`config.mk`:
```
export PLATFORM = sky130hd
export DESIGN_NAME = rhs_spi_master
export DESIGN_NICKNAME = d
export VERILOG_FILES = /design/src/rtl/rhs_spi_master.sv
export SDC_FILE = /design/constraint.sdc
export NUM_CORES = 1
export LEC_CHECK = 0
export BUFFER_PORTS_ARGS = -buffer_cell sky130_fd_sc_hd__buf_4
export CAP_MARGIN = 30
export CORE_ASPECT_RATIO = 0.7
export CORE_MARGIN = 2
export CORE_UTILIZATION = 52
export CTS_CLUSTER_DIAMETER = 40
export DETAILED_ROUTE_END_ITERATION = 8
export PLACE_DENSITY = 0.68
export SLEW_MARGIN = 20
export SYNTH_ARGS = -nofsm -noshare
export SYNTH_HDL_FRONTEND = slang
export SYNTH_SLANG_ARGS = --single-unit
export TNS_END_PERCENT = 1
```
`constraint.sdc`:
```
create_clock -name clk -period 3.95 [get_ports clk]
set_clock_uncertainty 0.15 [all_clocks]
set_input_delay 0.395 -clock clk [delete_from_list [all_inputs] [get_ports clk]]
set_output_delay 0.395 -clock clk [all_outputs]
set_load 0.005 [all_outputs]
```
`src/rtl/rhs_spi_master.sv`:
```
// SPI master for one acquisition sweep over an RHS-family front end.
// Sends one CONVERT command per frame and realigns the two-frame-late
// MISO results to the channel that produced them.
module rhs_spi_master #(
  parameter int unsigned CLK_DIV        = 2,
  parameter int unsigned NUM_CHANNELS   = 16,
  parameter int unsigned CS_HIGH_CYCLES = 4
) (
  input  logic        clk,
  input  logic        rst,
  input  logic        start,
  output logic        busy,
  output logic        CS,
  output logic        SCLK,
  output logic        MOSI,
  input  logic        MISO,
  output logic [4:0]  cmd_channel,
  output logic [15:0] sample_data,
  output logic [4:0]  sample_channel,
  output logic        sample_valid,
  output logic        sweep_done
);

  localparam int unsigned DivMax = (CLK_DIV > CS_HIGH_CYCLES) ? CLK_DIV : CS_HIGH_CYCLES;
  localparam int unsigned CntW   = (DivMax > 1) ? $clog2(DivMax) : 1;
  localparam logic [CntW-1:0] DivLast   = CntW'(CLK_DIV - 1);
  localparam logic [CntW-1:0] GapLast   = CntW'(CS_HIGH_CYCLES - 1);
  localparam logic [5:0]      NumCh     = 6'(NUM_CHANNELS);
  localparam logic [5:0]      LastFrame = 6'(NUM_CHANNELS + 1);

  typedef enum logic [2:0] {StIdle, StCsSetup, StHigh, StLow, StCsGap} state_e;

  state_e          state_q, state_d;
  logic [CntW-1:0] div_q, div_d;
  logic [4:0]      bit_q, bit_d;
  logic [5:0]      frame_q, frame_d;
  logic [31:0]     tx_q, tx_d;
  logic [31:0]     rx_q, rx_d;
  logic [4:0]      cmd_ch_q, cmd_ch_d;
  logic            sv_q, sv_d;
  logic [15:0]     sd_q, sd_d;
  logic [4:0]      sch_q, sch_d;

  logic [5:0] next_frame;
  logic [4:0] next_ch;
  logic       div_last, gap_last, cs_active;

  assign div_last = (div_q == DivLast);
  assign gap_last = (div_q == GapLast);

  // Channel for the following frame; the two trailing dummy frames wrap to 0 and 1.
  always_comb begin
    next_frame = frame_q + 6'd1;
    next_ch    = (next_frame < NumCh) ? next_frame[4:0] : 5'(next_frame - NumCh);
  end

  // Frame sequencer: next state, counters, shift registers and sample strobe.
  always_comb begin
    state_d  = state_q;
    div_d    = div_q;
    bit_d    = bit_q;
    frame_d  = frame_q;
    tx_d     = tx_q;
    rx_d     = rx_q;
    cmd_ch_d = cmd_ch_q;
    sv_d     = 1'b0;
    sd_d     = sd_q;
    sch_d    = sch_q;
    unique case (state_q)
      StIdle: begin
        if (start) begin
          state_d  = StCsSetup;
          div_d    = '0;
          bit_d    = 5'd31;
          frame_d  = '0;
          cmd_ch_d = '0;
          tx_d     = '0;
        end
      end
      StCsSetup: begin
        if (div_last) begin
          state_d = StHigh;
          div_d   = '0;
        end else begin
          div_d = div_q + 1'b1;
        end
      end
      StHigh: begin
        if (div_last) begin
          // Sample just before SCLK falls; the slave updates MISO on that edge.
          rx_d    = {rx_q[30:0], MISO};
          tx_d    = {tx_q[30:0], 1'b0};
          state_d = StLow;
          div_d   = '0;
        end else begin
          div_d = div_q + 1'b1;
        end
      end
      StLow: begin
        if (div_last) begin
          div_d = '0;
          if (bit_q == 5'd0) begin
            state_d = StCsGap;
            // Frames 0 and 1 carry results of commands from before this sweep.
            if (frame_q >= 6'd2) begin
              sv_d  = 1'b1;
              sd_d  = rx_q[31:16];
              sch_d = 5'(frame_q - 6'd2);
            end
          end else begin
            bit_d   = bit_q - 5'd1;
            state_d = StHigh;
          end
        end else begin
          div_d = div_q + 1'b1;
        end
      end
      StCsGap: begin
        if (gap_last) begin
          div_d = '0;
          if (frame_q == LastFrame) begin
            state_d = StIdle;
            frame_d = '0;
          end else begin
            state_d  = StCsSetup;
            frame_d  = next_frame;
            bit_d    = 5'd31;
            cmd_ch_d = next_ch;
            tx_d     = {11'b0, next_ch, 16'h0000};
          end
        end else begin
          div_d = div_q + 1'b1;
        end
      end
      default: state_d = StIdle;
    endcase
  end

  // State and datapath registers with synchronous reset.
  always_ff @(posedge clk) begin
    if (rst) begin
      state_q  <= StIdle;
      div_q    <= '0;
      bit_q    <= '0;
      frame_q  <= '0;
      tx_q     <= '0;
      rx_q     <= '0;
      cmd_ch_q <= '0;
      sv_q     <= 1'b0;
      sd_q     <= '0;
      sch_q    <= '0;
    end else begin
      state_q  <= state_d;
      div_q    <= div_d;
      bit_q    <= bit_d;
      frame_q  <= frame_d;
      tx_q     <= tx_d;
      rx_q     <= rx_d;
      cmd_ch_q <= cmd_ch_d;
      sv_q     <= sv_d;
      sd_q     <= sd_d;
      sch_q    <= sch_d;
    end
  end

  // Output decode from registered state.
  always_comb begin
    cs_active      = (state_q == StCsSetup) || (state_q == StHigh) || (state_q == StLow);
    busy           = (state_q != StIdle);
    CS             = ~cs_active;
    SCLK           = (state_q == StHigh);
    MOSI           = cs_active & tx_q[31];
    cmd_channel    = cmd_ch_q;
    sample_data    = sd_q;
    sample_channel = sch_q;
    sample_valid   = sv_q;
    sweep_done     = (state_q == StCsGap) && gap_last && (frame_q == LastFrame);
  end

endmodule
```
== Yosys cells after proc, flatten, opt, wreduce, memory -nomap -nowiden ==
Index checks and enable logic that the tools add are counted.
Storage, ports and cells
  input port bits: 4
  memories kept: 0
  latch bits: 0
  bits in writable memories: 0
  bits in registers: 107
  output and inout port bits: 32
  ROM bits: 0
Operators by class
  equality and inequality tests: 14
  reductions and logical operators: 21
  magnitude comparators: 2
  shift operators: 0
  multiply operators: 0
  muxes and demuxes: 33
  add/subtract/negate cells: 5
  divide/modulo/power cells: 0
  bitwise logic cells: 5
Operators by type and width (count)
  $mux 32: 4
  $pmux 32 s3: 1
  $mux 5: 9
  $mux 3: 6
  $mux 6: 3
  $pmux 3 s5: 1
  $pmux 5 s3: 1
  $ne 2x2->1 const B: 6
  $pmux 6 s2: 1
  $reduce_bool 3->1: 4
  $pmux 5 s2: 1
  $reduce_and 5->1: 2
  $reduce_and 4->1: 2
  $add 6x1->6 const B: 1
  $eq 3x2->1 const B: 2
  $eq 6x5->1 const B: 1
  $ge 6x2->1 const B: 1
  $lt 6x5->1 const B: 1
  $mux 2: 3
  $pmux 2 s3: 1
  $reduce_and 6->1: 1
  $logic_not 5->1: 1
  $sub 5x1->5 const B: 1
  $sub 5x2->5 const B: 1
  other kinds (18): 25

== Longest topological paths before layout ==
Gate-level depths: netlist (run 1).
  depth in word-level cells: 6
  depth in mapped cells: 8

== Worst setup path after synthesis (run 1) ==
No wires, ideal clock.
  path kind: register to output
  from: register frame_q[2]
  to: output sweep_done
  buffers on the path: 1
  data required time: 3405 ps
  data arrival time: 1429 ps
  slack: 1976 ps
  cell stages (with the launch flop): 5
  cells stage by stage: dfxtp_1 > buf_2 > or4b_4 > nor3_2 > and2_1
On the way
  cells in the longest elaborated chain, start to end: 2
RTL lines
  start, declared: line 36  | logic [5:0] frame_q, frame_d;
  start signal, assigned: line 156  | frame_q <= frame_d;
  $eq 6x5->1: line 177  | sweep_done = (state_q == StCsGap) && gap_last && (frame_q == LastFrame);
  $logic_and 1x1->1: line 177
  end, declared: line 21  | output logic sweep_done
No other way between the ends.

== Worst setup path in the final report (run 1) ==
  from: register state_q[2]
  to: output sweep_done
On the way
  cells in the longest elaborated chain, start to end: 3
RTL lines
  start, declared: line 33  | state_e state_q, state_d;
  start signal, assigned: line 142  | state_q <= StIdle;
  start signal, assigned: line 153  | state_q <= state_d;
  $eq 3x3->1: line 177
  $logic_and 1x1->1 (2 in a row): line 177
No other way between the ends.

==> results of run 1 <==
-- cell type report --
| cell class | count | share of cell area (%) |
|---|---|---|
| clock inverters | 5 | 0.925 |
| well taps | 98 | 2.83 |
| repair buffers | 39 | 6.76 |
| inverters | 12 | 1.04 |
| clock buffers | 10 | 2.95 |
| flip-flops and latches | 91 | 42.1 |
| multi-input cells | 327 | 43.4 |
-- logic make-up (layout without fill, tap and decap cells) --
kind of cell | count (synthesis) | count (layout) | synth area share (%)
fa+ha+maj | 9 | 9 | 2.87
buf+inv | 53 | 66 | 5.94
compound gates | 151 | 151 | 22.0
simple gates | 160 | 160 | 21.0
xor+xnor | 5 | 5 | 1.12
mux | 2 | 2 | 0.543
flops | 91 | 91 | 46.5
-- metrics by stage --
stage	setup slack [ps]	hold WS, ps	power [mW]	cell area, µm²
floorplan	1980	282	1.16	3920
global placement	1390	287	1.22	4160
detailed placement	1270	294	1.22	4160
CTS	858	121	1.78	4320
global route	698	134	1.85	4330
finish	857	134	1.76	4330
-- flip-flops by register name, indices dropped and copies added, names as in the netlist --
signal / count
state_q: 3
rx_q: 32
sample_data: 16
frame_q: 6
sample_channel: 5
sample_valid: 1
bit_q: 5
cmd_channel: 5
tx_q: 16
div_q: 2
-- worst min path at each step --
stage | cells after the start | slack, ps | endpoint | start
6_report | 3 | 130 | rx_q[0] | MISO
5_1_grt | 3 | 130 | rx_q[0] | MISO
2_1_floorplan | 2 | 280 | rx_q[10] | rx_q[9]
3_5_place_dp | 2 | 290 | rx_q[1] | rx_q[0]
3_3_place_gp | 2 | 290 | rx_q[1] | rx_q[0]
4_1_cts | 3 | 120 | rx_q[0] | MISO
-- layout by cell type (no fill, tap or decap), types with 4 or more instances in the layout --
master and count:
dfxtp_1 91, a21oi_1 87, nand2_1 74, buf_4 39
o21ai_0 25, nand3_1 20, nand4_1 14, inv_1 12
nor2_1 12, o21ai_1 10, ha_1 9, clkbuf_8 9
a211oi_1 8, nor3_1 5, nand3b_1 4
-- routing by layer --
layer | share of wire [%] | wire length [µm] | vias up
li1 | - | - | 1677
met1 | 52 | 4400 | 1574
met2 | 42 | 3550 | 74
met3 | 4.8 | 405 | 9
met4 | 0.95 | 80 | 0
met5 | 0 | 0 | -
-- where the power goes --
part	leakage [nW]	switching [mW]	total [mW]	internal, mW
logic	0.656	0.155	0.233	0.0771
clock network	0.0750	0.326	0.555	0.229
registers	0.735	0.0301	0.972	0.942
-- worst min-delay path, stage by stage --
cell and delay [ps]:
buf_4 110, nand2_1 40, a21oi_1 50
==> results.sh, run 1 <==
export IMPL_totalWireLength_um=8440
export IMPL_drt_iter0_drc=210
export IMPL_top_usage_layer="met1"
export IMPL_dr_pass1_iters=4
export IMPL_cp_num_buf_inv=1
export IMPL_synthCells=471
export IMPL_rsz0062_at_grt="false"
export IMPL_grt_pass1_vias=2901
export IMPL_post_cts_resized=0
export IMPL_endpoint_kind="output port"
export IMPL_synth_common_cells="dfxtp_1, a21oi_1, nand2_1"
export IMPL_num_antenna_cells=0
export IMPL_tightest_slew_ps=934
export IMPL_worstSetupStartpointType="flip-flop"
export IMPL_avgRoutedWirePerCell_um=14.5
export IMPL_clkLatencyLatePin_ps=360
export IMPL_period_needed_ps=3090
export IMPL_async_reset_ff_share_pct=0
export IMPL_p_per_area_nw_per_um2=406
export IMPL_tns_ps=0
export IMPL_cts_setup_buffers=0
export IMPL_ir_worst_vdd_v=0.000205
export IMPL_hold_viol=0
export IMPL_coreArea_um2=7290
export IMPL_die_area_um2=8260
export IMPL_area_growth_pct=10.5
export IMPL_status="completed"
export IMPL_post_place_cells=566
export IMPL_setup_viol=0
export IMPL_antenna_found_initial=0
export IMPL_yosysTopAreaCell="dfxtp_1"
export IMPL_grtUsageMet2_pct=28.9
export IMPL_synth_area_um2=3920
export IMPL_r2r_end="tx_q[18]"
export IMPL_cts_clk_slew_worst_paths_ps=90
export IMPL_ios=36
export IMPL_cts_sinks=91
export IMPL_synth_top_area_share_pct=46.5
export IMPL_yosysMostFrequentCell="dfxtp_1"
export IMPL_viasPerCell=5.73
export IMPL_synth_yosys_warnings=0
export IMPL_grt_pass1_wl_um=14500
export IMPL_finalNonFillerCells=582
export IMPL_synth_edf_count=0
export IMPL_grt_overflow=0
export IMPL_fillers=690
export IMPL_crit_chain="or3b_1 -> nor3_2 -> and2_1 -> buf_4"
export IMPL_synthTopCellsByArea="dfxtp_1, a21oi_1, nand2_1, o21ai_0, ha_1"
export IMPL_numPortBuffers=35
export IMPL_nets=493
export IMPL_cts_hold_buf=0
export IMPL_ant_nets=0
export IMPL_ys_types=58
export IMPL_dieWidth_um=108
export IMPL_hp_class="input pin to flip-flop"
export IMPL_place_congestion=0.832
export IMPL_avgSynthCellArea_um2=8.32
export IMPL_final_util_pct=59.4
export IMPL_ys_seq_area_share_pct=46.5
export IMPL_track_usage_pct=21.8
export IMPL_synth_flop_cell="dfxtp_1"
export IMPL_drc=0
export IMPL_grt_max_degree=93
export IMPL_fin_crit_sh_pct=78.3
export IMPL_path_class="flip-flop to output port"
export IMPL_htree_levels=3
export IMPL_row_count=26
export IMPL_reg2reg_slack_ps=1270
export IMPL_dieHeight_um=76.6
export IMPL_multiInputGateArea_um2=1880
export IMPL_met1_usage_pct=33.6
export IMPL_clockBufferDepth=2
export IMPL_cp_depth=4
export IMPL_drive_gt1_share_pct=13.6
export IMPL_crit_start="state_q[2]"
export IMPL_slew_headroom_pct=37.7
export IMPL_start_util_pct=53.8
export IMPL_max_stage_delay_ps=740
export IMPL_maxCapViolCount=0
export IMPL_synth_nets=484
export IMPL_seqCellArea_um2=1820
export IMPL_power_leakage_nw=1.47
export IMPL_grtUsageMet3_pct=6.42
export IMPL_hpwl_um=5310
export IMPL_synth_seq_cells=91
export IMPL_drv_slew=0
export IMPL_cp_data_required_time_ps=3400
export IMPL_cts_buffers=9
export IMPL_cts_root_buf="clkbuf_8"
export IMPL_cts_tree="done"
export IMPL_cp_max_fo=19
export IMPL_routed_via_count=3334
export IMPL_reg2reg_from="state_q[2]"
export IMPL_path_delay_family="simple AND/OR/NAND/NOR gates"
export IMPL_worstPathArrival_ps=2550
export IMPL_cpMaxStageDelayCell="dfxtp_1"
export IMPL_fmax_mhz=323
export IMPL_reg2reg_depth=4
export IMPL_crit_end="sweep_done"
Note: power is estimated with default switching activity, not from simulation.
==> run 2: changes to the inputs <==
--- a/config.mk
+++ b/config.mk
@@ -12,7 +12,7 @@
 export CORE_UTILIZATION = 52
 export CTS_CLUSTER_DIAMETER = 40
 export DETAILED_ROUTE_END_ITERATION = 8
-export PLACE_DENSITY = 0.68
+export PLACE_DENSITY = 0.71
 export SLEW_MARGIN = 20
 export SYNTH_ARGS = -nofsm -noshare
 export SYNTH_HDL_FRONTEND = slang
==> constraint.sdc (replaced) <==
create_clock -name clk -period 2.6 [get_ports clk]
set_clock_uncertainty 0.15 [all_clocks]
set_input_delay 0.26 -clock clk [delete_from_list [all_inputs] [get_ports clk]]
set_output_delay 0.26 -clock clk [all_outputs]
set_load 0.005 [all_outputs]
==> results.sh, run 2 (same netlist as run 1, synthesis figures left out) <==
export IMPL_tightest_slew_ps=793
export IMPL_cts_buffers=9
export IMPL_final_cell_mix="dfxtp_1, a21oi_1, nand2_1"
export IMPL_drive_gt1_share_pct=16.2
export IMPL_wirelength_met1_um=4280
export IMPL_hold_viol=0
export IMPL_fin_crit_sh_pct=92.3
export IMPL_p_per_area_nw_per_um2=656
export IMPL_grt_max_degree=78
export IMPL_clkLatencyLatePin_ps=360
export IMPL_cts_sinks=91
export IMPL_final_area_um2=4500
export IMPL_final_util_pct=61.7
export IMPL_track_usage_pct=22.6
export IMPL_maxCapViolCount=0
export IMPL_period_needed_ps=2400
export IMPL_rsz0062_at_grt="false"
export IMPL_ir_worst_vdd_v=0.000380
export IMPL_worstPathArrival_ps=1990
export IMPL_slew_headroom_pct=47.1
export IMPL_cts_setup_buffers=0
export IMPL_routed_via_count=3407
export IMPL_hp_class="input pin to flip-flop"
export IMPL_p_total_mw=2.95
export IMPL_nets=507
export IMPL_grt_pass1_wl_um=15000
export IMPL_start_util_pct=53.8
export IMPL_cpMaxStageDelayCell="or3b_1"
export IMPL_status="completed"
export IMPL_path_delay_family="simple AND/OR/NAND/NOR gates"
export IMPL_ios=36
export IMPL_antenna_found_initial=0
export IMPL_htree_levels=3
export IMPL_row_count=26
export IMPL_hpwl_um=5730
export IMPL_setup_viol=0
export IMPL_worstSetupStartpointType="flip-flop"
export IMPL_avgRoutedWirePerCell_um=14.8
export IMPL_regMostFlops="rx_q"
export IMPL_drt_iter0_drc=253
export IMPL_placed_cell_area_um2=4260
export IMPL_dr_wl_met3_um=437
export IMPL_ant_nets=0
export IMPL_dr_pass1_iters=5
export IMPL_maxUsedRoutingLayer="met4"
export IMPL_viasPerCell=5.71
export IMPL_drv_slew=0
export IMPL_max_stage_delay_ps=570
export IMPL_area_growth_pct=14.7
export IMPL_power_leakage_nw=1.58
export IMPL_cp_max_fo=9
export IMPL_cp_num_buf_inv=2
export IMPL_grt_pass1_vias=3005
export IMPL_fmax_mhz=417
export IMPL_endpoint_kind="output port"
export IMPL_place_congestion=0.818
export IMPL_clockBufferDepth=2
export IMPL_crit_chain="or3b_1 -> nor3_2 -> buf_4 -> and2_1 -> buf_4"
export IMPL_cts_tree="done"
export IMPL_wl_met2_um=4050
export IMPL_cts_clk_slew_worst_paths_ps=90
export IMPL_die_area_um2=8260
export IMPL_grt_overflow=0
export IMPL_dieHeight_um=76.6
export IMPL_dieWidth_um=108
export IMPL_cp_data_required_time_ps=2190
export IMPL_coreArea_um2=7290
export IMPL_holdWs_ps=184
export IMPL_fillers=680
export IMPL_tns_ps=0
export IMPL_num_antenna_cells=0
export IMPL_drc=0
export IMPL_totalWireLength_um=8860
export IMPL_cpMostUsedCell="buf_4"
export IMPL_path_class="flip-flop to output port"
export IMPL_numPortBuffers=35
export IMPL_largest_register_ffs=32
export IMPL_final_common_cell="dfxtp_1"
export IMPL_cts_root_buf="clkbuf_8"
-- run 2: cell count changes in the layout (fill, tap and decap cells not counted) --
cell and delta:
buf_4 +13, bufinv_16 +2, clkbuf_1 -1, clkinv_2 +1, clkinv_4 -1, clkinvlp_4 -3, dlygate4sd3_1 +1, inv_6 +2
inv_8 +1
-- run 2: per-stage QoR --
stage | setup WS, ps | instances
2_1_floorplan | 685 | 471
3_3_place_gp | 380 | 580
3_5_place_dp | 323 | 580
4_1_cts | 194 | 597
5_1_grt | 96.9 | 597
6_report | 199 | 597
-- run 2: report_power, final --
part | internal, mW | leakage [nW] | switching [mW]
Clock | 0.557 | 0.117 | 0.534
Sequential | 1.43 | 0.735 | 0.0349
Combinational | 0.141 | 0.725 | 0.255
Total | 2.13 | 1.58 | 0.823
-- run 2: final timing paths --
| kind | start | slack [ps] | to | cells past startpoint |
|---|---|---|---|---|
| worst max-delay path | state_q[0] | 200 | sweep_done | 5 |
| worst min-delay path | start | 180 | div_q[0] | 4 |
| worst max register to register | frame_q[3] | 300 | sample_channel[3] | 4 |
| worst min register to register | rx_q[1] | 300 | rx_q[2] | 2 |
-- run 2: routing by layer --
| layer | GRT usage, % | up-vias |
|---|---|---|
| met5 | 0 | - |
| met4 | 6.15 | 0 |
| met3 | 6.24 | 10 |
| met2 | 33.1 | 89 |
| met1 | 32.8 | 1600 |
| li1 | - | 1708 |
-- run 2: final cells by class --
| type | count | area (µm²) | area share (%) |
|---|---|---|---|
| Clock buffer | 9 | 124 | 2.75 |
| Clock inverter | 7 | 103 | 2.28 |
| Inverter | 12 | 45.0 | 1.00 |
| Multi-Input combinational cell | 327 | 1880 | 41.8 |
| Sequential cell | 91 | 1820 | 40.5 |
| Tap cell | 98 | 123 | 2.73 |
| Timing Repair Buffer | 53 | 400 | 8.90 |
-- run 2: worst register-to-register path: stages (launching register included) --
cell and delay, ps:
dfxtp_1 400, or3_1 490, or4_1 780, a21oi_1 260, a211oi_1 70
-- run 2: timing repair --
action / 4_1_cts / 5_1_grt
resized for setup: 0 / 0
endpoints found under the setup margin: 0 / 0
hold buffers: 1 / 0
endpoints found under the hold margin: 1 / 0
==> run 3: changes to the inputs <==
--- a/config.mk
+++ b/config.mk
@@ -12,7 +12,7 @@
 export CORE_UTILIZATION = 52
 export CTS_CLUSTER_DIAMETER = 40
 export DETAILED_ROUTE_END_ITERATION = 8
-export PLACE_DENSITY = 0.71
+export PLACE_DENSITY = 0.68
 export SLEW_MARGIN = 20
 export SYNTH_ARGS = -nofsm -noshare
 export SYNTH_HDL_FRONTEND = slang
==> constraint.sdc (replaced) <==
create_clock -name clk -period 2.9 [get_ports clk]
set_clock_uncertainty 0.15 [all_clocks]
set_input_delay 0.29 -clock clk [delete_from_list [all_inputs] [get_ports clk]]
set_output_delay 0.29 -clock clk [all_outputs]
set_load 0.005 [all_outputs]
==> results.sh, run 3 (same netlist as run 1, synthesis figures left out) <==
export IMPL_status="completed"
export IMPL_setup_viol=0
export IMPL_cts_setup_buffers=0
export IMPL_r2r_end="sample_channel[2]"
export IMPL_die_area_um2=8260
export IMPL_path_class="flip-flop to output port"
export IMPL_worstPathArrival_ps=2260
export IMPL_row_count=26
export IMPL_power_frac_comb_pct=13.4
export IMPL_totalWireLength_um=8710
export IMPL_clockBufferDepth=2
export IMPL_cts_buffers=9
export IMPL_hp_class="input pin to flip-flop"
export IMPL_setup_ws_ps=197
export IMPL_worstSetupStartpointType="flip-flop"
export IMPL_cts_sinks=91
export IMPL_fmax_mhz=370
export IMPL_routed_via_count=3346
export IMPL_drt_iter0_drc=329
export IMPL_power_leakage_nw=1.52
export IMPL_cts_tree="done"
export IMPL_whs_path_depth=3
export IMPL_antenna_found_initial=0
export IMPL_period_needed_ps=2700
export IMPL_endpoint_kind="output port"
export IMPL_slew_headroom_pct=48.6
export IMPL_reg2reg_slack_ps=620
export IMPL_reg2reg_depth=4
export IMPL_tns_ps=0
export IMPL_area_growth_pct=12.8
export IMPL_tightest_slew_ps=770
export IMPL_final_common_cell="dfxtp_1"
export IMPL_place_congestion=0.896
export IMPL_post_place_cells=575
export IMPL_p_per_area_nw_per_um2=573
export IMPL_numPortBuffers=35
export IMPL_clkLatencyLatePin_ps=360
export IMPL_cts_hold_buf=0
export IMPL_rsz0062_at_grt="false"
export IMPL_viasPerCell=5.67
export IMPL_max_stage_delay_ps=560
export IMPL_cpMaxStageDelayCell="or3b_1"
export IMPL_dp_slack_ps=619
export IMPL_drv_slew=0
export IMPL_final_area_um2=4420
export IMPL_fin_crit_sh_pct=93.2
export IMPL_dr_pass1_iters=4
export IMPL_dieWidth_um=108
export IMPL_swShare_pct=28.1
export IMPL_clockPowerShare_pct=34.5
export IMPL_post_cts_resized=0
export IMPL_grt_pass1_wl_um=14300
export IMPL_start_util_pct=53.8
export IMPL_cp_data_required_time_ps=2460
export IMPL_grt_overflow=0
export IMPL_p_sw_mw=0.711
export IMPL_intPower_mw=1.82
export IMPL_htree_levels=3
export IMPL_reg2reg_from="frame_q[3]"
export IMPL_cts_clk_slew_worst_paths_ps=90
export IMPL_ios=36
export IMPL_coreArea_um2=7290
export IMPL_drc=0
export IMPL_finalNonFillerCells=590
export IMPL_final_cell_mix="dfxtp_1, a21oi_1, nand2_1"
export IMPL_track_usage_pct=21.6
export IMPL_grt_max_degree=74
export IMPL_dieHeight_um=76.6
export IMPL_cts_root_buf="clkbuf_8"
export IMPL_regMostFlops="rx_q"
export IMPL_avgRoutedWirePerCell_um=14.8
export IMPL_crit_chain="or3b_1 -> nor3_2 -> and2_1 -> buf_4"
export IMPL_min_from="MISO"
export IMPL_cp_max_fo=9
export IMPL_drive_gt1_share_pct=15.2
export IMPL_ant_nets=0
export IMPL_hpwl_um=5600
export IMPL_ir_worst_vdd_v=0.000281
export IMPL_nets=501
export IMPL_maxCapViolCount=0
export IMPL_placed_cell_area_um2=4220
export IMPL_num_antenna_cells=0
export IMPL_pwr_share_seq_pct=52.2
export IMPL_whs_endpoint="rx_q[0]"
export IMPL_grt_pass1_vias=2885
export IMPL_largest_register_ffs=32
export IMPL_hold_viol=0
## run 3: cell count changes in the layout (fill, tap and decap cells not counted)
| cell | before | now |
|---|---|---|
| clkinv_4 | 0 | 1 |
| inv_8 | 1 | 0 |
| bufinv_16 | 2 | 1 |
| clkbuf_8 | 9 | 10 |
| inv_6 | 3 | 1 |
| clkinv_2 | 1 | 0 |
| buf_4 | 52 | 47 |
| dlygate4sd3_1 | 1 | 0 |
| clkinvlp_4 | 0 | 2 |
## run 3: layout make-up
type / instances / area (µm²)
Sequential cell: 91 / 1820
Clock inverter: 5 / 62.6
Timing Repair Buffer: 47 / 353
Tap cell: 98 / 123
Fill cell: 697 / 2860
Multi-Input combinational cell: 327 / 1880
Inverter: 12 / 45.0
Clock buffer: 10 / 138
## run 3: metrics by stage
step | util, % | hold slack [ps] | power (mW)
after floorplan | - | 276 | 1.59
after global placement | 57.9 | 287 | 1.68
after detailed placement | 57.9 | 297 | 1.68
after CTS | 60.7 | 15.6 | 2.56
after global routing | 60.7 | 33.2 | 2.66
final | 60.7 | 32.2 | 2.53
## run 3: critical path: cells and delay by family (launching register included)
| family | cells | cell delay (ps) |
|---|---|---|
| and+or+nand+nor | 3 | 1280 |
| DFF | 1 | 520 |
| buffers and inverters | 1 | 110 |
## run 3: routing by layer
layer | GRT usage (%) | wire (µm)
met5 | 0 | 0
met4 | 6.15 | 92
met3 | 5.56 | 435
met2 | 30.1 | 3760
met1 | 32.6 | 4420
## run 3: how the worst max path moves through the flow
| stage | start | end | slack [ps] | cells after the start |
|---|---|---|---|---|
| after CTS | state_q[2] | sweep_done | 180 | 4 |
| final | state_q[2] | sweep_done | 200 | 4 |
| after floorplan | frame_q[3] | sample_channel[2] | 980 | 6 |
| after detailed placement | state_q[2] | sweep_done | 620 | 4 |
| after global placement | state_q[2] | sweep_done | 630 | 4 |
| after global routing | state_q[2] | sweep_done | 60 | 4 |
## run 3: power by group through the flow
stage	sequential [mW]	clock, mW	combinational, mW
detailed placement	1.35	0	0.333
global route	1.33	0.955	0.373
global placement	1.35	0	0.333
CTS	1.32	0.900	0.336
floorplan	1.33	0	0.253
finish	1.32	0.873	0.339
